<file path="config.mk">
export PLATFORM = sky130hd
export DESIGN_NAME = dcache_flush_seq
export DESIGN_NICKNAME = d
export VERILOG_FILES = /design/src/rtl/dcache_flush_seq.sv
export SDC_FILE = /design/constraint.sdc
export NUM_CORES = 1
export LEC_CHECK = 0
export BUFFER_PORTS_ARGS = -buffer_cell sky130_fd_sc_hd__buf_2
export CORE_ASPECT_RATIO = 1.25
export CORE_MARGIN = 4
export CORE_UTILIZATION = 35
export CTS_BUF_LIST = sky130_fd_sc_hd__clkbuf_16
export DETAILED_ROUTE_END_ITERATION = 7
export PLACE_DENSITY = 0.67
export SETUP_SLACK_MARGIN = 0.4
export SLEW_MARGIN = 25
export SYNTH_ARGS = -nofsm -noshare
export SYNTH_HDL_FRONTEND = slang
export SYNTH_SLANG_ARGS = --single-unit
</file>
<file path="constraint.sdc">
create_clock -name clk_i -period 1.3 [get_ports clk_i]
set_input_delay 0.26 -clock clk_i [delete_from_list [all_inputs] [get_ports clk_i]]
set_output_delay 0.26 -clock clk_i [all_outputs]
set_load 0.03 [all_outputs]
</file>
<file path="src/rtl/dcache_flush_seq.sv">
// ---------------------------------------------------------------------------
// dcache_flush_seq : walks every (set, way), writes back dirty lines, then
// invalidates each line before acknowledging the flush.     Rev 1.0
// ---------------------------------------------------------------------------
`default_nettype none

module dcache_flush_seq #(
   parameter  int NUM_SETS = 256,
   parameter  int NUM_WAYS = 4,
   localparam int IDX_W    = $clog2(NUM_SETS),
   localparam int WAY_W    = $clog2(NUM_WAYS)
) (
   input  logic             clk_i,
   input  logic             rst_i,
   input  logic             flush_i,
   output logic             flush_ack_o,
   output logic             busy_o,
   output logic             tag_req_o,
   input  logic             tag_gnt_i,
   output logic [IDX_W-1:0] tag_idx_o,
   output logic [WAY_W-1:0] tag_way_o,
   input  logic             tag_valid_i,
   input  logic             tag_dirty_i,
   output logic             wb_req_o,
   input  logic             wb_ack_i,
   output logic             inv_we_o
);

   typedef enum logic [2:0] {
      S_IDLE  = 3'd0,
      S_READ  = 3'd1,
      S_CHECK = 3'd2,
      S_WB    = 3'd3,
      S_INV   = 3'd4,
      S_DONE  = 3'd5
   } state_t;

   localparam logic [IDX_W-1:0] LAST_IDX = IDX_W'(NUM_SETS - 1);
   localparam logic [WAY_W-1:0] LAST_WAY = WAY_W'(NUM_WAYS - 1);

   state_t           state;
   logic [IDX_W-1:0] idx;
   logic [WAY_W-1:0] way;

   assign tag_idx_o = idx;
   assign tag_way_o = way;

   // Strobes are registered alongside the state, so each is high exactly
   // while the FSM sits in its owning state.
   always_ff @(posedge clk_i or posedge rst_i) begin
      if (rst_i) begin
         state       <= S_IDLE;
         idx         <= '0;
         way         <= '0;
         busy_o      <= 1'b0;
         tag_req_o   <= 1'b0;
         wb_req_o    <= 1'b0;
         inv_we_o    <= 1'b0;
         flush_ack_o <= 1'b0;
      end else begin
         busy_o      <= 1'b1;
         tag_req_o   <= 1'b0;
         wb_req_o    <= 1'b0;
         inv_we_o    <= 1'b0;
         flush_ack_o <= 1'b0;
         case (state)
            S_IDLE: begin
               if (flush_i) begin
                  idx       <= '0;
                  way       <= '0;
                  state     <= S_READ;
                  tag_req_o <= 1'b1;
               end else begin
                  busy_o    <= 1'b0;
               end
            end
            S_READ: begin
               if (tag_gnt_i) begin
                  state     <= S_CHECK;
               end else begin
                  tag_req_o <= 1'b1;
               end
            end
            S_CHECK: begin
               // Dirty only matters for a valid line.
               if (tag_valid_i && tag_dirty_i) begin
                  state    <= S_WB;
                  wb_req_o <= 1'b1;
               end else begin
                  state    <= S_INV;
                  inv_we_o <= 1'b1;
               end
            end
            S_WB: begin
               if (wb_ack_i) begin
                  state    <= S_INV;
                  inv_we_o <= 1'b1;
               end else begin
                  wb_req_o <= 1'b1;
               end
            end
            S_INV: begin
               if ((idx == LAST_IDX) && (way == LAST_WAY)) begin
                  state       <= S_DONE;
                  flush_ack_o <= 1'b1;
               end else begin
                  state     <= S_READ;
                  tag_req_o <= 1'b1;
                  way       <= way + 1'b1;
                  if (way == LAST_WAY) begin
                     idx <= idx + 1'b1;
                  end
               end
            end
            S_DONE: begin
               state  <= S_IDLE;
               busy_o <= 1'b0;
            end
            default: begin
               state  <= S_IDLE;
               busy_o <= 1'b0;
            end
         endcase
      end
   end

endmodule

`default_nettype wire

</file>
==> results of run 1 <==
## repair_timing
| action | in CTS | in global routing |
|---|---|---|
| pin swaps | 7 | 6 |
| hold buffers | 0 | 0 |
| endpoints found under the setup margin | 33 | 33 |
| resized for setup | 48 | 14 |
| gates cloned | 0 | 0 |
| setup buffers | 7 | 7 |
## layer usage
layer / track usage / wire, um / vias to the layer above
met1: 0.176 / 1100 / 479
li1: - / - / 456
met5: 0 / 0 / -
met4: 0.109 / 53 / 0
met3: 0.0380 / 126 / 6
met2: 0.269 / 1480 / 25
## power groups by stage
stage | clock, W | sequential (W) | combinational (W)
floorplan | 0 | 0.00107 | 0.000668
global placement | 0 | 0.000840 | 0.00130
detailed placement | 0 | 0.000846 | 0.00131
CTS | 0.000622 | 0.000863 | 0.00173
global route | 0.000639 | 0.000880 | 0.00203
finish | 0.000611 | 0.000860 | 0.00189
## kinds of logic after synthesis
group,after synthesis
and+or+nand+nor,33
adders and majority gates,2
buffers and inverters,8
muxes,2
AOI/OAI and AO/OA,33
xor gates and xnor gates,1
DFF,18
## critical path, cell delays in order, from the launching register on
cell	delay, ns
dfrtp_2	0.39
ha_4	0.15
nand4_1	0.11
buf_4	0.16
or2_4	0.25
buf_4	0.15
nor2_4	0.08
o22a_1	0.12
## area by class of cell
class	instances	area, um^2	area share
tap	34	42.5	0.0252
clock inverter	1	3.75	0.00223
sequential	18	459	0.272
multi-input combinational	71	599	0.355
clock buffer	3	75.1	0.0445
inverter	5	18.8	0.0111
timing repair buffer	53	488	0.289
## worst paths after layout
kind	start	endpoint	slack [ns]	depth (start not counted)
min in group clk_i	tag_gnt_i	tag_req_o	0.35	4
worst min register to register	tag_idx_o[0]	tag_idx_o[1]	0.65	2
worst max register to register	tag_way_o[1]	state[2]	-0.16	7
worst max-delay path	tag_way_o[1]	state[2]	-0.16	7
worst min-delay path	rst_i	inv_we_o	0.02	3
max in group asynchronous	rst_i	tag_idx_o[0]	1.07	3
## sequential cells by signal, summed over array words and instances (netlist names)
name / count
inv_we_o: 1
tag_req_o: 1
flush_ack_o: 1
state: 3
tag_way_o: 2
tag_idx_o: 8
wb_req_o: 1
busy_o: 1
## per-stage QoR
stage | hold WS (ns) | std cells | util | power [W] | cell area, um^2
after floorplan | 0.198 | 97 | - | 0.00174 | 1030
after global placement | 0.287 | 167 | 0.482 | 0.00214 | 1280
after detailed placement | 0.288 | 167 | 0.482 | 0.00216 | 1280
after CTS | 0.0283 | 178 | 0.594 | 0.00321 | 1580
after global routing | 0.0590 | 185 | 0.636 | 0.00355 | 1690
final | 0.0209 | 185 | 0.636 | 0.00336 | 1690
## cells in the mapped netlist (2+ instances only)
master | n | area share
nand2b_1 | 2 | 0.013
ha_1 | 2 | 0.026
o21ai_0 | 3 | 0.016
o21a_1 | 4 | 0.031
inv_1 | 5 | 0.020
o22ai_1 | 3 | 0.020
mux2i_1 | 2 | 0.021
nand2_1 | 7 | 0.027
nor2_1 | 13 | 0.051
a21oi_2 | 5 | 0.046
nand4_1 | 2 | 0.013
dfrtp_1 | 18 | 0.47
a22o_1 | 5 | 0.046
a21oi_1 | 5 | 0.026
nor2b_1 | 2 | 0.013
nand3_1 | 3 | 0.016
==> metrics, run 1 <==
CP Class=register to register; most common flop cell mapped by yosys=dfrtp_1; filler instances=209; CP endpoint kind=register; largest net degree at the start of global routing=19; CTS tree=built; Adder-Cell Fraction of Synth Area=0.0260; register bit total from synthesis=18; Comb pwr share=0.563; dpl ws=-0.138 ns; syn nets=106; post-synthesis mux area share=0.0208; final setup vio count=16; Num CTS Buffers=3; clock transition at the registers of the reported paths=0.05 ns; Antenna diodes=0; Worst-Skew Late Latency=0.25 ns; post-synthesis xor/xnor area fraction=0.00910; largest family of logic cells by synthesized area=compound AO/OA/AOI/OAI gates; Slew @ Worst Pin=0.419 ns; vias in the first global route=1004; Switching Share=0.382; H-tree depth=1; post-synthesis compound-gate area fraction=0.264; clock share of power=0.182; final estimated routing congestion in global placement=0.808; slew margin rel.=0.720; WL final=2750 um; Die Wd=54.9 um; Post-Syn Instances=97; failing checks=setup timing; Layout Nets=161; Post-synth EDFFs=0; Via Count=966; sequential fraction of design power=0.256; Iteration-0 DRC Markers=27; asr flop ratio synth=1.00; most common cell after layout, fill and taps aside=buf_6; DRC=0; commonest cells after routing, fill and taps aside=28 x buf_6, 19 x buf_4, 11 x dfrtp_1; Max Fclk=683 MHz; max-capacitance violation count=0; row count=21; GRT Util Overall=0.162; hold crit path type=primary input to asynchronous set/reset pin; initial antenna violation count=0; Netlist cell types=32; clk sinks=18; Avg WL per Cell=14.9 um; Die ar.=3660 um^2; Final Skew=0.00181 ns; unrepaired setup endpoints after global routing=yes; Setup TNS=-1.52 ns; global-route wire length before repair=4290 um; CTS root buf=clkbuf_16; layout overhead on the synthesized area=75.3%; vias per cell=5.22; synth warn=0; CP arrival=1.65 ns; Cell Area, Synth=962 um^2; sequential area share after synthesis=0.468; Power Internal=0.00208 W; first drt pass iteration count=4; pwr dens=1990 nW/um^2; maximum VDD drop=1.11 mV; I/O pin total=22; fin crit period=1.46 ns; Final Hold Fails=0; P_sw=0.00129 W; Pleak=0.766 nW; Slew Limit Fails=0; outcome=complete, but fails checks; Longest Clk Path Bufs=2; crit-path max FO=4; Starting Density=0.363; Die Y=66.6 um; syn_area_per_cell=9.92 um^2; PnR worst setup slack=-0.164 ns; gr ovfl total=0; simple-gate share of the synthesized area=0.178; fin crit share=1.13; share of layout cells above drive strength 1=0.589; Req. time, crit path=1.49 ns; hpwl dp=1740 um; startpoint types=register; Port Buffers=21; Final ANT Viol Nets=0; core box area=2650 um^2
(Power assumes the default switching activity.)
==> run 2, diff against run 1 <==
RECOVER_POWER = 25   (was default)
==> run 2 against run 1 <==
  * The run still ends with setup timing left
  * Routed wire length down 0.44%
  * Non-clock buffer count unchanged
  * Hold slack better by 0.27 ns
  * Final area down 0.22%
  * Clock skew about the same
  * Total power about the same
  * First-iteration DRC count unchanged
  * Via count up 0.41%
  * Critical path type unchanged
  * Highest routed layer unchanged
==> metrics, run 2 (synthesis gave the netlist of run 1 again) <==
Num CTS Buffers=3 (unchanged); unrepaired setup endpoints after global routing=yes; failing checks=setup timing; pwr dens=2000 nW/um^2 (+0.15%); PnR worst setup slack=-0.164 ns (+0.000138 ns); multi-input logic area=599 um^2 (unchanged); CP Class=register to register; filler instances=211 (+0.96%); clock transition at the registers of the reported paths=0.05 ns (about the same); Die ar.=3660 um^2 (unchanged); share of layout cells above drive strength 1=0.583 (-0.00662); FF-to-FF path depth=7 (unchanged); layout overhead on the synthesized area=74.9%; DRC=0 (unchanged); final std cells w/o fill=185 (unchanged); startpoint types=register; Slew Limit Fails=0 (unchanged); Layout Nets=161 (unchanged); Most Frequent Cell on Critical Path=buf_4; largest net degree at the start of global routing=19 (unchanged); Final Hold Fails=0 (unchanged); Final ANT Viol Nets=0 (unchanged); Placed Instances=167 (unchanged); Slew @ Worst Pin=0.968 ns (+0.549 ns); CP arrival=1.65 ns (about the same); Reg area=459 um^2 (unchanged); outcome=complete, but fails checks; fin crit period=1.46 ns (-0.000138 ns); core box area=2650 um^2 (unchanged); most common cell after layout, fill and taps aside=buf_6; Pleak=0.762 nW (-0.47%); GRT Util Overall=0.162 (unchanged); commonest cells after routing, fill and taps aside=28 x buf_6, 18 x buf_4, 11 x dfrtp_1; slew margin rel.=0.355 (-0.366); H-tree depth=1 (unchanged); row count=21 (unchanged); Port Buffers=21 (unchanged); crit-path max FO=4 (unchanged); Worst path top cell family by delay=simple AND/OR/NAND/NOR gates; I/O pin total=22 (unchanged); first drt pass iteration count=4 (unchanged); Antenna diodes=0 (unchanged); CP endpoint kind=register; worst path cell trace=ha_4, nand4_1, buf_4, or2_4, buf_4, nor2_4, o22a_1; Max Fclk=683 MHz (about the same); Die Y=66.6 um (unchanged); WL final=2740 um (-0.44%); CTS root buf=clkbuf_16; Die Wd=54.9 um (unchanged); CTS tree=built; Longest Clk Path Bufs=2 (unchanged); gr ovfl total=0 (unchanged); critical path depth in cells=7 (unchanged); vias in the first global route=1004 (unchanged); hold crit path type=primary input to asynchronous set/reset pin; Req. time, crit path=1.49 ns (about the same); Avg WL per Cell=14.8 um (-0.44%); Starting Density=0.363 (unchanged); Final Skew=0.00181 ns (-0.00000270 ns); hpwl dp=1740 um (unchanged); critical path's largest stage delay=0.39 ns (about the same); Overall Power=0.00336 W (about the same); vias per cell=5.24 (+0.41%); Worst Path Buf+Inv=2 (unchanged); clk sinks=18 (unchanged); max FFs per register=8 (unchanged); max-capacitance violation count=0 (unchanged); dpl ws=-0.138 ns (unchanged); critical path's slowest cell=dfrtp_2; global-route wire length before repair=4290 um (unchanged); Iteration-0 DRC Markers=27 (unchanged); initial antenna violation count=0 (unchanged); fin crit share=1.13 (about the same); Worst-Skew Late Latency=0.25 ns (about the same); maximum VDD drop=1.11 mV (about the same); final estimated routing congestion in global placement=0.808 (unchanged); final setup vio count=16 (unchanged); Via Count=970 (+0.41%)
==> run 2: cell types whose count changed in the layout (fill, tap and decap cells not counted), sizes merged <==
cell    change
clkbuf      +1
buf         -1
==> run 2: layer usage <==
layer,track usage,vias up,share of wire
li1,-,457,-
met1,0.176,480,0.39
met2,0.269,27,0.54
met3,0.0380,6,0.047
met4,0.109,0,0.019
met5,0,-,0
==> run 2: tightest hold or removal path, delay by kind of cell <==
family / cells / cell delay [ns]
buffers and inverters: 3 / 0.84
==> run 2: power breakdown <==
| group | switching (W) | total, W | internal (W) |
|---|---|---|---|
| logic | 0.000943 | 0.00189 | 0.000948 |
| registers | 0.000139 | 0.000860 | 0.000721 |
| clock network | 0.000203 | 0.000611 | 0.000408 |
| total | 0.00128 | 0.00336 | 0.00208 |
==> run 2: final timing paths <==
path | startpoint | endpoint | slack [ns]
min | rst_i | inv_we_o | 0.29
max | tag_way_o[1] | state[2] | -0.16
max in group asynchronous | rst_i | tag_idx_o[0] | 0.35
min reg2reg | tag_idx_o[0] | tag_idx_o[1] | 0.65
max reg2reg | tag_way_o[1] | state[2] | -0.16
min in group clk_i | tag_gnt_i | tag_req_o | 0.35
==> run 2: area by class of cell <==
class / instances / share of cell area
Sequential cell: 18 / 0.273
Clock buffer: 3 / 0.0446
Multi-Input combinational cell: 71 / 0.356
Timing Repair Buffer: 53 / 0.288
Tap cell: 34 / 0.0253
Clock inverter: 1 / 0.00223
Inverter: 5 / 0.0112
==> run 2: through the flow <==
stage | area [um^2] | TNS, ns | hold slack [ns] | utilization
4_1_cts | 1580 | -0.934 | 0.0283 | 0.594
2_1_floorplan | 1030 | -1.74 | 0.198 | -
3_3_place_gp | 1280 | -0.683 | 0.287 | 0.482
3_5_place_dp | 1280 | -0.906 | 0.288 | 0.482
5_1_grt | 1680 | -2.26 | 0.356 | 0.634
6_report | 1680 | -1.51 | 0.292 | 0.634
==> run 2: what timing repair did <==
item / in CTS / in global routing
setup buffers: 7 / 7
pin swaps: 7 / 6
endpoints found under the setup margin: 33 / 33
hold buffers: 0 / 0
gates resized for setup: 48 / 14
==> run 3, diff against run 2 <==
GPL_TIMING_DRIVEN = 0   (was default)
MAX_ROUTING_LAYER = met4   (was default)
SKIP_LAST_GASP = 1   (was default)
==> run 3 against run 2 <==
  * Via count decreased by 7.6%
  * The run still ends with setup timing left
  * Global-route usage rose by 0.54 points
  * Routed wire length fell by 6.2%
  * Sequential power about the same
==> metrics, run 3 (synthesis gave the netlist of run 1 again) <==
clock transition at the registers of the reported paths=0.05 ns (about the same); fin crit share=1.11 (-0.0162); CTS root buf=clkbuf_16; hold crit path type=primary input to asynchronous set/reset pin; filler instances=235 (+11%); Placed Instances=152 (-9.0%); Worst Path Buf+Inv=0 (-2); final std cells w/o fill=176 (-4.9%); vias per cell=5.09 (-2.9%); Via Count=896 (-7.6%); critical path's largest stage delay=0.38 ns (about the same); crit-path max FO=8 (+4); H-tree depth=1 (unchanged); share of layout cells above drive strength 1=0.585 (+0.00173); unrepaired setup endpoints after global routing=yes; clk sinks=18 (unchanged); core box area=2650 um^2 (unchanged); worst path cell trace=ha_4, nand4_1, o2111a_2, a21o_4, a21oi_2; CP arrival=1.62 ns (-0.03 ns); reg2reg start=tag_way_o[1]; Final ANT Viol Nets=0 (unchanged); final setup vio count=12 (-4); Layout Nets=152 (-5.6%); Longest Clk Path Bufs=2 (unchanged); Final Skew=0.00115 ns (-0.000660 ns); I/O pin total=22 (unchanged); pwr dens=2010 nW/um^2 (+0.35%); CP endpoint kind=register; gr ovfl total=0 (unchanged); Worst-Skew Late Latency=0.25 ns (about the same); GRT Util Overall=0.168 (+0.00536); Worst path top cell family by delay=compound AO/OA/AOI/OAI gates; Port Buffers=21 (unchanged); Final Hold Fails=0 (unchanged); CTS tree=built; row count=21 (unchanged); Antenna diodes=0 (unchanged); maximum VDD drop=1.11 mV (about the same); commonest cells after routing, fill and taps aside=21 x buf_6, 14 x buf_4, 9 x dfrtp_1, 9 x dfrtp_2, 8 x nor2_1; FF-to-FF path depth=5 (-2); Die Y=66.6 um (unchanged); hold buffers post-CTS=0 (unchanged); Avg WL per Cell=14.6 um (-1.4%); max FFs per register=8 (unchanged); r2r setup slk=-0.14 ns (+0.02 ns); Req. time, crit path=1.47 ns (-0.02 ns); Max Fclk=693 MHz (+1.5%); slew margin rel.=0.540 (+0.185); critical path's slowest cell=dfrtp_2; initial antenna violation count=0 (unchanged); Slew Limit Fails=0 (unchanged); dpl ws=-0.210 ns (-0.0720 ns); Die Wd=54.9 um (unchanged); fin crit period=1.44 ns (-0.0210 ns); Pleak=0.699 nW (-8.3%); DRC=0 (unchanged); final estimated routing congestion in global placement=0.772 (-4.4%); startpoint types=register; failing checks=setup timing; Num CTS Buffers=3 (unchanged); hpwl dp=1600 um (-8.0%); largest net degree at the start of global routing=19 (unchanged); Reg area=462 um^2 (+0.55%); CP Class=register to register; layout overhead on the synthesized area=64.8%; outcome=complete, but fails checks; Starting Density=0.363 (unchanged); global-route wire length before repair=4280 um (-0.16%); Slew @ Worst Pin=0.689 ns (-0.279 ns); Die ar.=3660 um^2 (unchanged); first drt pass iteration count=4 (unchanged); WL final=2570 um (-6.2%); most common cell after layout, fill and taps aside=buf_6; Iteration-0 DRC Markers=16 (-41%); max-capacitance violation count=0 (unchanged); vias in the first global route=914 (-9.0%); Worst R2R End=tag_idx_o[0]; multi-input logic area=576 um^2 (-4.0%); PnR worst setup slack=-0.143 ns (+0.0210 ns)
==> run 3: cell count changes in the layout (fill, tap and decap cells not counted), sizes merged <==
cell	previous run	this run
buf	52	42
inv	6	5
clkbuf	4	5
clkinv	0	1
==> run 3: stage by stage <==
stage	hold slack [ns]	power [W]	cell area [um^2]	TNS, ns	utilization
global route	0.181	0.00337	1590	-2.25	0.597
floorplan	0.198	0.00174	1030	-1.74	-
global placement	0.389	0.00198	1180	-1.44	0.444
finish	0.111	0.00318	1590	-1.45	0.597
detailed placement	0.400	0.00201	1180	-1.85	0.444
CTS	0.137	0.00303	1500	-1.00	0.567
==> run 3: final cells by class <==
type                            count  share of cell area
Timing Repair Buffer               41               0.232
Buffer                              3              0.0253
Sequential cell                    18               0.291
Tap cell                           34              0.0268
Clock inverter                      1             0.00237
Clock buffer                        3              0.0474
Inverter                            5              0.0118
Multi-Input combinational cell     71               0.363
==> run 3: worst max-delay path by stage <==
stage | cells past startpoint | startpoint | to | slack (ns)
after detailed placement | 5 | tag_idx_o[0] | tag_idx_o[0] | -0.21
after global placement | 5 | tag_way_o[0] | tag_idx_o[4] | -0.18
after global routing | 5 | tag_way_o[0] | tag_idx_o[4] | -0.21
after CTS | 5 | tag_idx_o[1] | tag_idx_o[0] | -0.11
final | 5 | tag_way_o[1] | tag_idx_o[0] | -0.14
after floorplan | 5 | tag_idx_o[0] | tag_idx_o[0] | -0.20
==> run 3: worst reg2reg max path, stage by stage, from the launching register on <==
cell and delay [ns]:
dfrtp_2 0.38, ha_4 0.14, nand4_1 0.12, o2111a_2 0.35, a21o_4 0.24, a21oi_2 0.12
==> run 3: layer usage <==
metal | vias to the layer above | GRT usage | part of all wire
met5 | - | - | 0
met4 | 0 | 0.0547 | 0.016
met3 | 5 | 0.0268 | 0.046
met2 | 25 | 0.278 | 0.54
met1 | 426 | 0.204 | 0.40
li1 | 440 | - | -
==> run 3: report_power, final <==
part	leakage [nW]	total, W	switching, W	internal [W]
sequential	0.226	0.000858	0.000138	0.000721
combinational	0.435	0.00171	0.000877	0.000830
clock	0.0385	0.000613	0.000204	0.000409
==> run 3: timing repair <==
action                     CTS  global route
pin swaps                    7             6
setup endpoints to repair   33            33
buffers inserted            16             3
gates cloned                 1             0
resized for setup           42            16
